**config.mk**
```make
export PLATFORM = sky130hd
export DESIGN_NAME = interleaver_frame_ctrl
export DESIGN_NICKNAME = d
export VERILOG_FILES = /design/src/rtl/interleaver_pkg.sv /design/src/rtl/interleave_perm_64.sv /design/src/rtl/interleaver_frame_ctrl.sv
export SDC_FILE = /design/constraint.sdc
export NUM_CORES = 1
export LEC_CHECK = 0
export BUFFER_PORTS_ARGS = -buffer_cell sky130_fd_sc_hd__buf_2
export CAP_MARGIN = 20
export CORE_MARGIN = 1.5
export CORE_UTILIZATION = 50
export CTS_BUF_LIST = sky130_fd_sc_hd__clkbuf_8 sky130_fd_sc_hd__clkbuf_16
export CTS_CLUSTER_SIZE = 14
export DETAILED_ROUTE_END_ITERATION = 6
export PLACE_DENSITY = 0.67
export SKIP_LAST_GASP = 1
export SYNTH_ARGS = -nofsm -noshare
export SYNTH_HDL_FRONTEND = slang
export SYNTH_HIERARCHICAL = 1
export SYNTH_SLANG_ARGS = --single-unit
```
**constraint.sdc**
```tcl
create_clock -name clk -period 6.1 [get_ports clk]
set_input_delay 1.525 -clock clk [delete_from_list [all_inputs] [get_ports clk]]
set_output_delay 1.525 -clock clk [all_outputs]
set_load 0.01 [all_outputs]
```
**src/rtl/interleaver_pkg.sv**
```systemverilog
// Shared definitions for the interleaver frame controller: frame geometry,
// the fixed 64-bit bit-interleave table and the two FSM state encodings.
package interleaver_pkg;

  localparam int FRAME_BITS  = 64;
  localparam int FRAME_BYTES = FRAME_BITS / 8;

  // Output index k (MSB-first, index 0 = bit 63) takes input index P[k].
  localparam logic [5:0] P [FRAME_BITS] = '{
    6'd53, 6'd40, 6'd27, 6'd14, 6'd1,  6'd54, 6'd50, 6'd33,
    6'd15, 6'd6,  6'd56, 6'd43, 6'd36, 6'd17, 6'd10, 6'd60,
    6'd44, 6'd31, 6'd21, 6'd8,  6'd55, 6'd42, 6'd35, 6'd16,
    6'd9,  6'd58, 6'd46, 6'd37, 6'd19, 6'd2,  6'd51, 6'd38,
    6'd25, 6'd12, 6'd63, 6'd41, 6'd32, 6'd24, 6'd7,  6'd61,
    6'd48, 6'd29, 6'd22, 6'd3,  6'd57, 6'd47, 6'd34, 6'd18,
    6'd5,  6'd62, 6'd49, 6'd30, 6'd23, 6'd4,  6'd59, 6'd45,
    6'd28, 6'd20, 6'd11, 6'd52, 6'd39, 6'd26, 6'd13, 6'd0
  };

  // Collector side: filling the assembly register, or holding a full frame.
  typedef enum logic {
    COLLECT = 1'b0,
    FULL    = 1'b1
  } coll_state_t;

  // Output side: nothing to send, or streaming the output register.
  typedef enum logic {
    EMPTY = 1'b0,
    SEND  = 1'b1
  } out_state_t;

endpackage

```
**src/rtl/interleave_perm_64.sv**
```systemverilog
// Purely combinational 64-bit bit permutation driven by the shared table P.
// Bit indices are MSB-first, so index i lives at vector bit 63-i.
module interleave_perm_64
  import interleaver_pkg::*;
(
  input  logic [FRAME_BITS-1:0] din,
  output logic [FRAME_BITS-1:0] dout
);

  // One wire per output bit, routed from the table-selected input bit.
  for (genvar k = 0; k < FRAME_BITS; k++) begin : g_bit
    assign dout[FRAME_BITS-1-k] = din[FRAME_BITS-1-int'(P[k])];
  end

endmodule

```
**src/rtl/interleaver_frame_ctrl.sv**
```systemverilog
// Frame controller: collects SPI bytes into 64-bit frames, bit-interleaves
// them and streams the result out byte by byte over valid/ready.
// Collection and transmission are double-buffered (assembly + output reg).
//
// Handshake: o_TX_Valid is raised with o_TX_Byte and both are held stable
// until a cycle where o_TX_Valid and i_TX_Ready are both high; that cycle is
// the transfer. o_TX_Valid never depends combinationally on i_TX_Ready.
//
// FSM state is visible to checkers as c_state (collector) and o_state
// (output side), alongside c_count and byte_idx.
module interleaver_frame_ctrl
  import interleaver_pkg::*;
#(
  parameter int DATABYTES = 8  // must be 8 to match the 64-entry table
) (
  input  logic        clk,
  input  logic        rst_n,
  input  logic [7:0]  i_RX_Byte,
  input  logic        i_RX_Ready,
  input  logic        i_CS_n,
  output logic [7:0]  o_TX_Byte,
  output logic        o_TX_Valid,
  input  logic        i_TX_Ready,
  output logic        o_Busy,
  output logic        o_Frame_Done,
  output logic        o_Drop,
  output logic        o_Abort,
  output logic [15:0] o_Frame_Count
);

  localparam logic [3:0] LAST_COUNT = 4'(DATABYTES - 1);

  logic                  r_prev;
  coll_state_t           c_state;
  logic [3:0]            c_count;
  logic [FRAME_BITS-1:0] asm_reg;
  out_state_t            o_state;
  logic [2:0]            byte_idx;
  logic [FRAME_BITS-1:0] out_reg;
  logic [FRAME_BITS-1:0] perm_word;

  logic                  strobe;
  logic                  load;
  logic                  xfer;
  logic                  last_xfer;
  logic                  abort_now;
  logic                  drop_now;
  logic [3:0]            count_nx;
  logic [2:0]            idx_nx;
  logic                  busy_nx;

  interleave_perm_64 u_perm (
    .din  (asm_reg),
    .dout (perm_word)
  );

  // Event decode shared by both FSMs, plus next count for the busy flag.
  always_comb begin
    strobe    = i_RX_Ready & ~r_prev;
    load      = (c_state == FULL) && (o_state == EMPTY);
    xfer      = (o_state == SEND) && o_TX_Valid && i_TX_Ready;
    last_xfer = xfer && (byte_idx == 3'd7);
    abort_now = (c_state == COLLECT) && i_CS_n && !strobe && (c_count != 4'd0);
    drop_now  = (c_state == FULL) && strobe && !load;
    idx_nx    = byte_idx + 3'd1;
    count_nx  = c_count;
    case (c_state)
      COLLECT: begin
        if (strobe)         count_nx = c_count + 4'd1;
        else if (abort_now) count_nx = 4'd0;
      end
      FULL: begin
        // A strobe on the hand-off cycle becomes byte 1 of the next frame.
        if (load) count_nx = strobe ? 4'd1 : 4'd0;
      end
      default: count_nx = c_count;
    endcase
    busy_nx = (count_nx != 4'd0) || load || ((o_state == SEND) && !last_xfer);
  end

  // Collector FSM: strobe edge detect, byte assembly, overflow and abort pulses.
  always_ff @(posedge clk or negedge rst_n) begin
    if (!rst_n) begin
      r_prev  <= 1'b0;
      c_state <= COLLECT;
      c_count <= 4'd0;
      asm_reg <= '0;
      o_Drop  <= 1'b0;
      o_Abort <= 1'b0;
    end else begin
      r_prev  <= i_RX_Ready;
      c_count <= count_nx;
      o_Drop  <= drop_now;
      o_Abort <= abort_now;
      case (c_state)
        COLLECT: begin
          if (strobe) begin
            asm_reg <= {asm_reg[FRAME_BITS-9:0], i_RX_Byte};
            if (c_count == LAST_COUNT) c_state <= FULL;
          end
        end
        FULL: begin
          if (load) begin
            c_state <= COLLECT;
            if (strobe) asm_reg <= {asm_reg[FRAME_BITS-9:0], i_RX_Byte};
          end
        end
        default: c_state <= COLLECT;
      endcase
    end
  end

  // Output FSM: load the permuted frame, stream bytes MSB first, count frames.
  always_ff @(posedge clk or negedge rst_n) begin
    if (!rst_n) begin
      o_state       <= EMPTY;
      byte_idx      <= 3'd0;
      out_reg       <= '0;
      o_TX_Byte     <= 8'd0;
      o_TX_Valid    <= 1'b0;
      o_Busy        <= 1'b0;
      o_Frame_Done  <= 1'b0;
      o_Frame_Count <= 16'd0;
    end else begin
      o_Busy       <= busy_nx;
      o_Frame_Done <= 1'b0;
      case (o_state)
        EMPTY: begin
          if (load) begin
            o_state    <= SEND;
            out_reg    <= perm_word;
            byte_idx   <= 3'd0;
            o_TX_Byte  <= perm_word[FRAME_BITS-1 -: 8];
            o_TX_Valid <= 1'b1;
          end
        end
        SEND: begin
          if (xfer) begin
            if (last_xfer) begin
              o_state       <= EMPTY;
              o_TX_Valid    <= 1'b0;
              o_Frame_Done  <= 1'b1;
              o_Frame_Count <= o_Frame_Count + 16'd1;
            end else begin
              byte_idx  <= idx_nx;
              o_TX_Byte <= out_reg[(FRAME_BITS-1) - 8*int'(idx_nx) -: 8];
            end
          end
        end
        default: o_state <= EMPTY;
      endcase
    end
  end

endmodule

```
==> impl_metrics.tcl, run 1 <==
set metrics [dict create \
    outcome "finished, final reports clean" \
    drt_iter0_drc 147 \
    cts_sinks 167 \
    setup_ws_ps 2940 \
    ys_seq_elements 167 \
    core-area_mm2 0.0145 \
    clk_path_buf_depth 2 \
    io_pins 42 \
    cp_slowest_stage_delay_ps 530 \
    final_cell_mix "167 x dfrtp_1, 129 x mux2_2, 40 x buf_2" \
    num_vias 3879 \
    cp-start-kind "input pin" \
    final_area_mm2 0.00801 \
    initial_core_util_pct 51.1 \
    hold_class "reg -> reg" \
    die_y_um 125 \
    grt_max_degree 70 \
    cts_root_buffer "clkbuf_16" \
    path_class "in -> reg" \
    nets 525 \
    crit_chain "buf_2 -> nor2b_1 -> nand2_2 -> buf_4 -> mux2_2" \
    antenna_found_initial 0 \
    pre_cts_ws_ps 2480 \
    use_met3_pct 4.12 \
    yosys_warnings 6 \
    gr-max-usage-layer "met2" \
    io_buffers 41 \
    synth_nets 546 \
    viasPerCell 5.51 \
    whs_ps 464 \
    setup_viol 0 \
    grt_util_met2_pct 29.2 \
    synth_cell_types 39 \
    clock_skew_ps 7.10 \
    grt.total_usage_pct 18.2 \
    syn_to_final_growth_pct 7.83 \
    crit_family "simple AND/OR/NAND/NOR gates" \
    numCtsBuffers 17 \
    cts_setup_buffers 0 \
    fmax_mhz 316 \
    slew_viol_final 0 \
    antenna_cells 0 \
    slew_headroom_pct 36.7 \
    yosys-top-cells-area "dfrtp_1 56%, mux2_2 20%, buf_4 6.7%" \
    placedCellCount 672 \
    tightestPinTransition_ps 949 \
    place_area_mm2 0.00733 \
    fin_crit_sh_pct 51.9 \
    worstSetupEndpointType "register" \
    use_met1_pct 24.3 \
    p_per_area_mw_per_mm2 497 \
    synth_largest_area_cell "dfrtp_1" \
    synth_top_cell_area_share_pct 56.3 \
    place_hpwl_um 8450 \
    fin_cells 704 \
    required_ps 6420 \
    power_mw 3.98 \
    crit_path_top_delay_cell "nand2_2" \
    grt_pass1_wl_um 21900 \
    row_count 44 \
    final_common_cell "dfrtp_1" \
    cts_resized 0 \
    grt-ovfl-total 0 \
    cts_tree "done" \
    cp.arrival_ps 3480 \
    dieArea_mm2 0.0156 \
    ant_nets 0 \
    syn-cell-area_mm2 0.00743 \
    vdd_drop_max_mv 0.270 \
    drcViolationCount 0 \
    hold_viol_final 0 \
    ctsHoldBuffers 0 \
    fill_cells 1160 \
    path_clk_slew_ps 60 \
    first_global_vias 4087 \
    cap_violations 0 \
    die_w_um 125 \
    ys_seq_area_share_pct 56.3 \
    setup_tns_ps 0 \
    syn_inst 528 \
    cp_max_fo 39 \
    power.static_leakage_nw 3.91 \
    insertion_delay_ps 430 \
    drive_above_1_share_pct 44.0 \
    final_util_pct 55.1 \
    wirelength_um 13000 \
    avgSynthCellArea_um2 14.1 \
    place.gp.congestion 0.795 \
    first_pass_iters 4 \
    post-route-min-period_ps 3160 \
    crit_buf_inv 2 \
    rsz0062_at_grt "false" \
    htreeDepth 4 \
    wl_per_cell_um 18.5 \
]
==> per-layer routing <==
metal  part of all wire [%]  up-vias
met3                    3.1       18
met2                     50       60
met4                    1.6        0
met5                      0        -
li1                       -     1758
met1                     46     2043
==> logic make-up after synthesis <==
family / share of synthesized area, %
DFF: 56.3
muxes: 25.6
buffers and inverters: 8.44
and+or+nand+nor: 4.23
AOI/OAI and AO/OA: 2.83
xor gates and xnor gates: 1.77
adders and majority gates: 0.842
==> synthesized netlist by cell type <==
cell,number
a211oi_1,8
a21o_1,8
a221o_1,1
a311o_1,1
a31o_2,1
a41o_1,1
and3_1,2
and4b_1,1
buf_1,2
buf_2,15
buf_4,66
clkbuf_1,4
dfrtp_1,167
ha_1,5
inv_1,8
inv_2,1
mux2_2,129
mux2i_1,9
mux4_2,16
nand2_1,13
nand2b_1,2
nand3_1,12
nand4_1,5
nand4_2,1
nor2_1,19
nor2b_1,2
nor3_1,2
nor4_1,2
o21a_1,1
o21ai_0,2
o31a_1,1
o31ai_1,1
o32ai_1,1
o41ai_1,1
or2_2,1
or3_1,1
or4_1,1
xnor2_1,11
xor2_1,4
==> final timing paths <==
kind	start	slack [ps]	depth (start not counted)	to
max in group asynchronous	rst_n	3870	2	out_reg[5]
max	i_RX_Ready	2940	5	asm_reg[28]
min in group asynchronous	rst_n	1010	1	c_state
min reg2reg	o_Frame_Count[15]	460	1	o_Frame_Count[15]
min	o_Frame_Count[15]	460	1	o_Frame_Count[15]
max reg2reg	o_state	2940	6	o_TX_Byte[0]
==> cell type report <==
type	instances	area, µm²	share of cell area [%]
clock buffers	21	480	6.00
clock inverters	11	194	2.42
inverters	9	33.8	0.422
multi-input cells	265	2630	32.9
flip-flops and latches	167	4180	52.2
well taps	184	230	2.87
repair buffers	47	260	3.25
==> report_power, final <==
part,switching (mW),total [mW],internal (mW),leakage [nW]
registers,0.318,1.80,1.49,2.20
clock network,0.429,1.20,0.770,0.323
logic,0.424,0.978,0.554,1.38
Note: power is estimated with default switching activity, not from simulation.
==> run 2, diff against run 1 <==
--- a/config.mk
+++ b/config.mk
@@ -5,6 +5,7 @@
 export SDC_FILE = /design/constraint.sdc
 export NUM_CORES = 1
 export LEC_CHECK = 0
+export ABC_AREA = 1
 export BUFFER_PORTS_ARGS = -buffer_cell sky130_fd_sc_hd__buf_2
 export CAP_MARGIN = 20
 export CORE_MARGIN = 1.5
==> constraint.sdc (replaced) <==
create_clock -name clk -period 3 [get_ports clk]
set_input_delay 0.75 -clock clk [delete_from_list [all_inputs] [get_ports clk]]
set_output_delay 0.75 -clock clk [all_outputs]
set_load 0.01 [all_outputs]
==> impl_metrics.tcl, run 2 <==
set metrics [dict create \
    place_hpwl_um 10900 \
    p_per_area_mw_per_mm2 965 \
    pwr-share-comb_pct 31.0 \
    final_area_mm2 0.00833 \
    grt-ovfl-total 0 \
    die_w_um 129 \
    synth_xor_area_share_pct 1.22 \
    antenna_cells 0 \
    power_mw 8.03 \
    cts_resized 0 \
    worstSetupEndpointType "register" \
    cts_tree "done" \
    htreeDepth 4 \
    row_count 45 \
    viasPerCell 4.91 \
    yosysMostFrequentCell "nand2_1" \
    place_area_mm2 0.00780 \
    antenna_found_initial 0 \
    setup_tns_ps 0 \
    outcome "finished, final reports clean" \
    first_global_vias 5592 \
    wirelength_um 16800 \
    cp-start-kind "register" \
    io_buffers 41 \
    synth_compound_area_share_pct 4.02 \
    initial_core_util_pct 51.8 \
    final_cell_mix "472 x nand2_1, 167 x dfrtp_1, 76 x nor2_1" \
    grt_pass1_wl_um 28600 \
    wl_per_cell_um 14.2 \
    slew_viol_final 0 \
    place.gp.congestion 0.854 \
    cp_max_fo 36 \
    insertion_delay_ps 430 \
    async_flop_share_pct 100 \
    whs_ps 263 \
    path_class "reg -> reg" \
    cts_setup_buffers 0 \
    power.static_leakage_nw 4.67 \
    syn_inst 993 \
    switching_share_pct 38.3 \
    path_clk_slew_ps 60 \
    internal-power_mw 4.96 \
    synth_cell_types 29 \
    synth_nets 1011 \
    synth_adder_area_share_pct 0.789 \
    ys_top_cells_by_count "472 x nand2_1, 167 x dfrtp_1, 77 x nor2_1" \
    hold_class "in -> async" \
    final_common_cell "nand2_1" \
    cts_root_buffer "clkbuf_16" \
    syn-cell-area_mm2 0.00793 \
    synth_largest_area_cell "dfrtp_1" \
    ctsHoldBuffers 0 \
    synthMuxAreaShare_pct 0 \
    ys_seq_area_share_pct 52.7 \
    clk_path_buf_depth 2 \
    setup_viol 0 \
    numCtsBuffers 17 \
    post-route-min-period_ps 2120 \
    dieArea_mm2 0.0166 \
    num_vias 5813 \
    ant_nets 0 \
    cp.arrival_ps 2430 \
    synth_top_cell_area_share_pct 52.7 \
    tightestPinTransition_ps 722 \
    synth_top_family_by_area "simple AND/OR/NAND/NOR gates" \
    io_pins 42 \
    nets 980 \
    first_pass_iters 5 \
    yosys-top-cells-area "dfrtp_1 53%, nand2_1 22%, buf_4 6.3%" \
    drcViolationCount 0 \
    fin_cells 1184 \
    cts_sinks 167 \
    synth_edf_count 0 \
    fmax_mhz 471 \
    die_y_um 129 \
    cap_violations 0 \
    fin_crit_sh_pct 70.7 \
    yosys.area_share.simple_pct 29.1 \
    yosys_warnings 6 \
    syn_to_final_growth_pct 5.03 \
    hold_viol_final 0 \
    synth_ff_type "dfrtp_1" \
    clock_skew_ps 13.0 \
    ys_seq_elements 167 \
    required_ps 3310 \
    grt.total_usage_pct 22.3 \
    slew_headroom_pct 51.7 \
    core-area_mm2 0.0153 \
    drive_above_1_share_pct 10.2 \
    grt_max_degree 66 \
    vdd_drop_max_mv 0.546 \
    drt_iter0_drc 440 \
    avgSynthCellArea_um2 7.98 \
    p_sw_mw 3.07 \
    placedCellCount 1154 \
    clkPwrFrac_pct 24.4 \
    power_frac_seq_pct 44.6 \
    rsz0062_at_grt "false" \
]
run 2: worst paths after layout:
| check | to | cells past startpoint | startpoint | slack, ps |
|---|---|---|---|---|
| worst max-delay path | o_TX_Byte[6] | 9 | byte_idx[0] | 880 |
| worst min-delay path | o_Frame_Count[7] | 1 | rst_n | 260 |
| worst max register to register | o_TX_Byte[6] | 9 | byte_idx[0] | 880 |
| worst min register to register | out_reg[60] | 2 | out_reg[60] | 470 |
| max in group asynchronous | asm_reg[8] | 2 | rst_n | 2020 |
| min in group clk | r_prev | 1 | i_RX_Ready | 440 |
run 2: cells by family (layout without fill, tap and decap cells):
| group | after synthesis | after routing |
|---|---|---|
| AND/OR/NAND/NOR | 587 | 587 |
| flip-flops | 167 | 167 |
| buffers and inverters | 164 | 144 |
| AO/OA/AOI/OAI | 59 | 59 |
| XOR/XNOR | 11 | 11 |
| adder cells (fa/ha/maj) | 5 | 5 |
run 2: power by group through the flow:
stage | sequential, mW | combinational [mW] | clock [mW]
final | 3.58 | 2.49 | 1.96
after global routing | 3.68 | 2.90 | 2.10
after floorplan | 3.44 | 2.24 | 0
after global placement | 3.60 | 2.42 | 0
after CTS | 3.58 | 2.49 | 2.01
after detailed placement | 3.61 | 2.48 | 0
run 2: layer usage:
metal	routed length, µm	vias to the layer above	share of wire [%]	global-route usage (%)
met3	1080	21	6.4	4.82
li1	-	2896	-	-
met2	7630	159	45	34.6
met4	218	0	1.3	6.08
met5	0	-	0	0
met1	7860	2737	47	31.8
run 2: per-stage QoR:
step / worst slack [ps] / util (%)
floorplan: 1420 / -
global placement: 738 / 51.0
detailed placement: 655 / 51.0
CTS: 890 / 54.4
global route: 664 / 54.4
finish: 878 / 54.4
run 2: critical path, cell delays in order, from the launching register on:
cell     delay [ps]
dfrtp_1         350
buf_4           360
inv_1           380
buf_4           280
o21ai_0         150
o21ai_1         100
nand2_1          80
nand2_1          70
nor2_1          170
nor2_1           60
run 2: layout make-up:
cell class                 instances  area, µm²
fill                            1458       6990
sequential                       167       4180
multi-input combinational        662       2800
clock buffer                      17        425
timing repair buffer              55        342
tap                              211        264
inverter                          59        221
clock inverter                    13       96.3
==> run 3, diff against run 2 <==
==> constraint.sdc (replaced) <==
create_clock -name clk -period 2.1 [get_ports clk]
set_input_delay 0.525 -clock clk [delete_from_list [all_inputs] [get_ports clk]]
set_output_delay 0.525 -clock clk [all_outputs]
set_load 0.01 [all_outputs]
==> impl_metrics.tcl, run 3 (synthesized netlist as in run 2, its figures left out) <==
set metrics [dict create \
    final_util_pct 55.7 \
    initial_core_util_pct 51.8 \
    ant_nets 0 \
    pre_cts_ws_ps 301 \
    die_y_um 129 \
    numCtsBuffers 17 \
    drive_above_1_share_pct 10.8 \
    cap_violations 0 \
    cp_max_fo 57 \
    viasPerCell 4.86 \
    drcViolationCount 0 \
    power_mw 12.2 \
    power_frac_seq_pct 42.1 \
    die_w_um 129 \
    grt_pass1_wl_um 28000 \
    power.static_leakage_nw 4.75 \
    cp-start-kind "register" \
    path_class "reg -> reg" \
    hold_viol_final 0 \
    hold_class "in -> reg" \
    drt_iter0_drc 378 \
    worstSetupEndpointType "register" \
    insertion_delay_ps 430 \
    htreeDepth 4 \
    clk_path_buf_depth 2 \
    cts_resized 0 \
    place.gp.congestion 0.856 \
    seqCellArea_mm2 0.00418 \
    use_met3_pct 5.11 \
    cts_sinks 167 \
    core-area_mm2 0.0153 \
    pwr-share-comb_pct 30.4 \
    rsz0062_at_grt "false" \
    first_global_vias 5539 \
    switching_share_pct 36.9 \
    post-route-min-period_ps 1800 \
    gr-max-usage-layer "met2" \
    use_met1_pct 30.6 \
    nets 983 \
    tightestPinTransition_ps 1030 \
    place_hpwl_um 10600 \
    path_clk_slew_ps 60 \
    antenna_found_initial 1 \
    wl_per_cell_um 13.9 \
    cp.arrival_ps 2160 \
    vdd_drop_max_mv 0.699 \
    internal-power_mw 7.67 \
    placedCellCount 1156 \
    p_sw_mw 4.49 \
    fmax_mhz 555 \
    io_pins 42 \
    grt-ovfl-total 0 \
    grt_max_degree 74 \
    clock_skew_ps 13.5 \
    fin_crit_sh_pct 85.8 \
    required_ps 2460 \
    setup_ws_ps 298 \
    grt_util_met2_pct 34.1 \
    grt.total_usage_pct 21.9 \
    slew_viol_final 0 \
    multi_input_area_mm2 0.00280 \
    clkPwrFrac_pct 27.4 \
    syn_to_final_growth_pct 7.69 \
    cts_tree "done" \
    antenna_cells 0 \
    slew_headroom_pct 31.6 \
    fin_cells 1189 \
    cts_root_buffer "clkbuf_16" \
    first_pass_iters 5 \
    dieArea_mm2 0.0166 \
    row_count 45 \
    setup_tns_ps 0 \
    io_buffers 41 \
    final_common_cell "nand2_1" \
    wirelength_um 16500 \
    outcome "finished, final reports clean" \
    num_vias 5784 \
    cts_setup_buffers 0 \
    setup_viol 0 \
    final_cell_mix "472 x nand2_1, 167 x dfrtp_1, 76 x nor2_1" \
    p_per_area_mw_per_mm2 1420 \
    fill_cells 1465 \
]
run 3: final timing paths:
path | endpoint | cells after the start | startpoint | slack (ps)
max | out_reg[53] | 4 | o_state | 300
min | r_prev | 1 | i_RX_Ready | 220
max reg2reg | out_reg[53] | 4 | o_state | 300
min reg2reg | out_reg[27] | 2 | out_reg[27] | 470
max in group asynchronous | out_reg[4] | 3 | rst_n | 950
min in group asynchronous | o_Frame_Count[12] | 2 | rst_n | 560
run 3: power by group through the flow:
stage	combinational (mW)	clock, mW	sequential, mW
global route	4.28	3.51	5.25
detailed placement	3.68	0	5.16
finish	3.70	3.34	5.12
CTS	3.71	3.39	5.11
global placement	3.61	0	5.15
floorplan	3.21	0	4.92
run 3: layout make-up:
class                           instances  share of cell area (%)
Inverter                               59                    2.59
Clock buffer                           23                    5.95
Clock inverter                          9                    1.60
Tap cell                              211                    3.09
Timing Repair Buffer                   58                    5.03
Sequential cell                       167                    49.0
Multi-Input combinational cell        662                    32.8
run 3: worst max-delay path, cell delays in order, from the launching register on:
cell and delay [ps]:
dfrtp_1 610, nor2_4 100, inv_2 730, nand2_1 140
nand2_1 110
run 3: timing repair:
action,4_1_cts,5_1_grt
endpoints found under the setup margin,0,0
hold buffers,1,0
endpoints found under the hold margin,23,0
run 3: layer usage:
metal	part of all wire, %	vias up
met5	0	-
met4	1.4	0
met3	4.9	13
met2	45	119
met1	49	2743
li1	-	2909
run 3: metrics by stage:
stage / instance area (µm²) / hold slack [ps]
3_3_place_gp: 7880 / 442
4_1_cts: 8540 / 203
5_1_grt: 8540 / 211
2_1_floorplan: 7930 / 229
3_5_place_dp: 7880 / 440
6_report: 8540 / 215
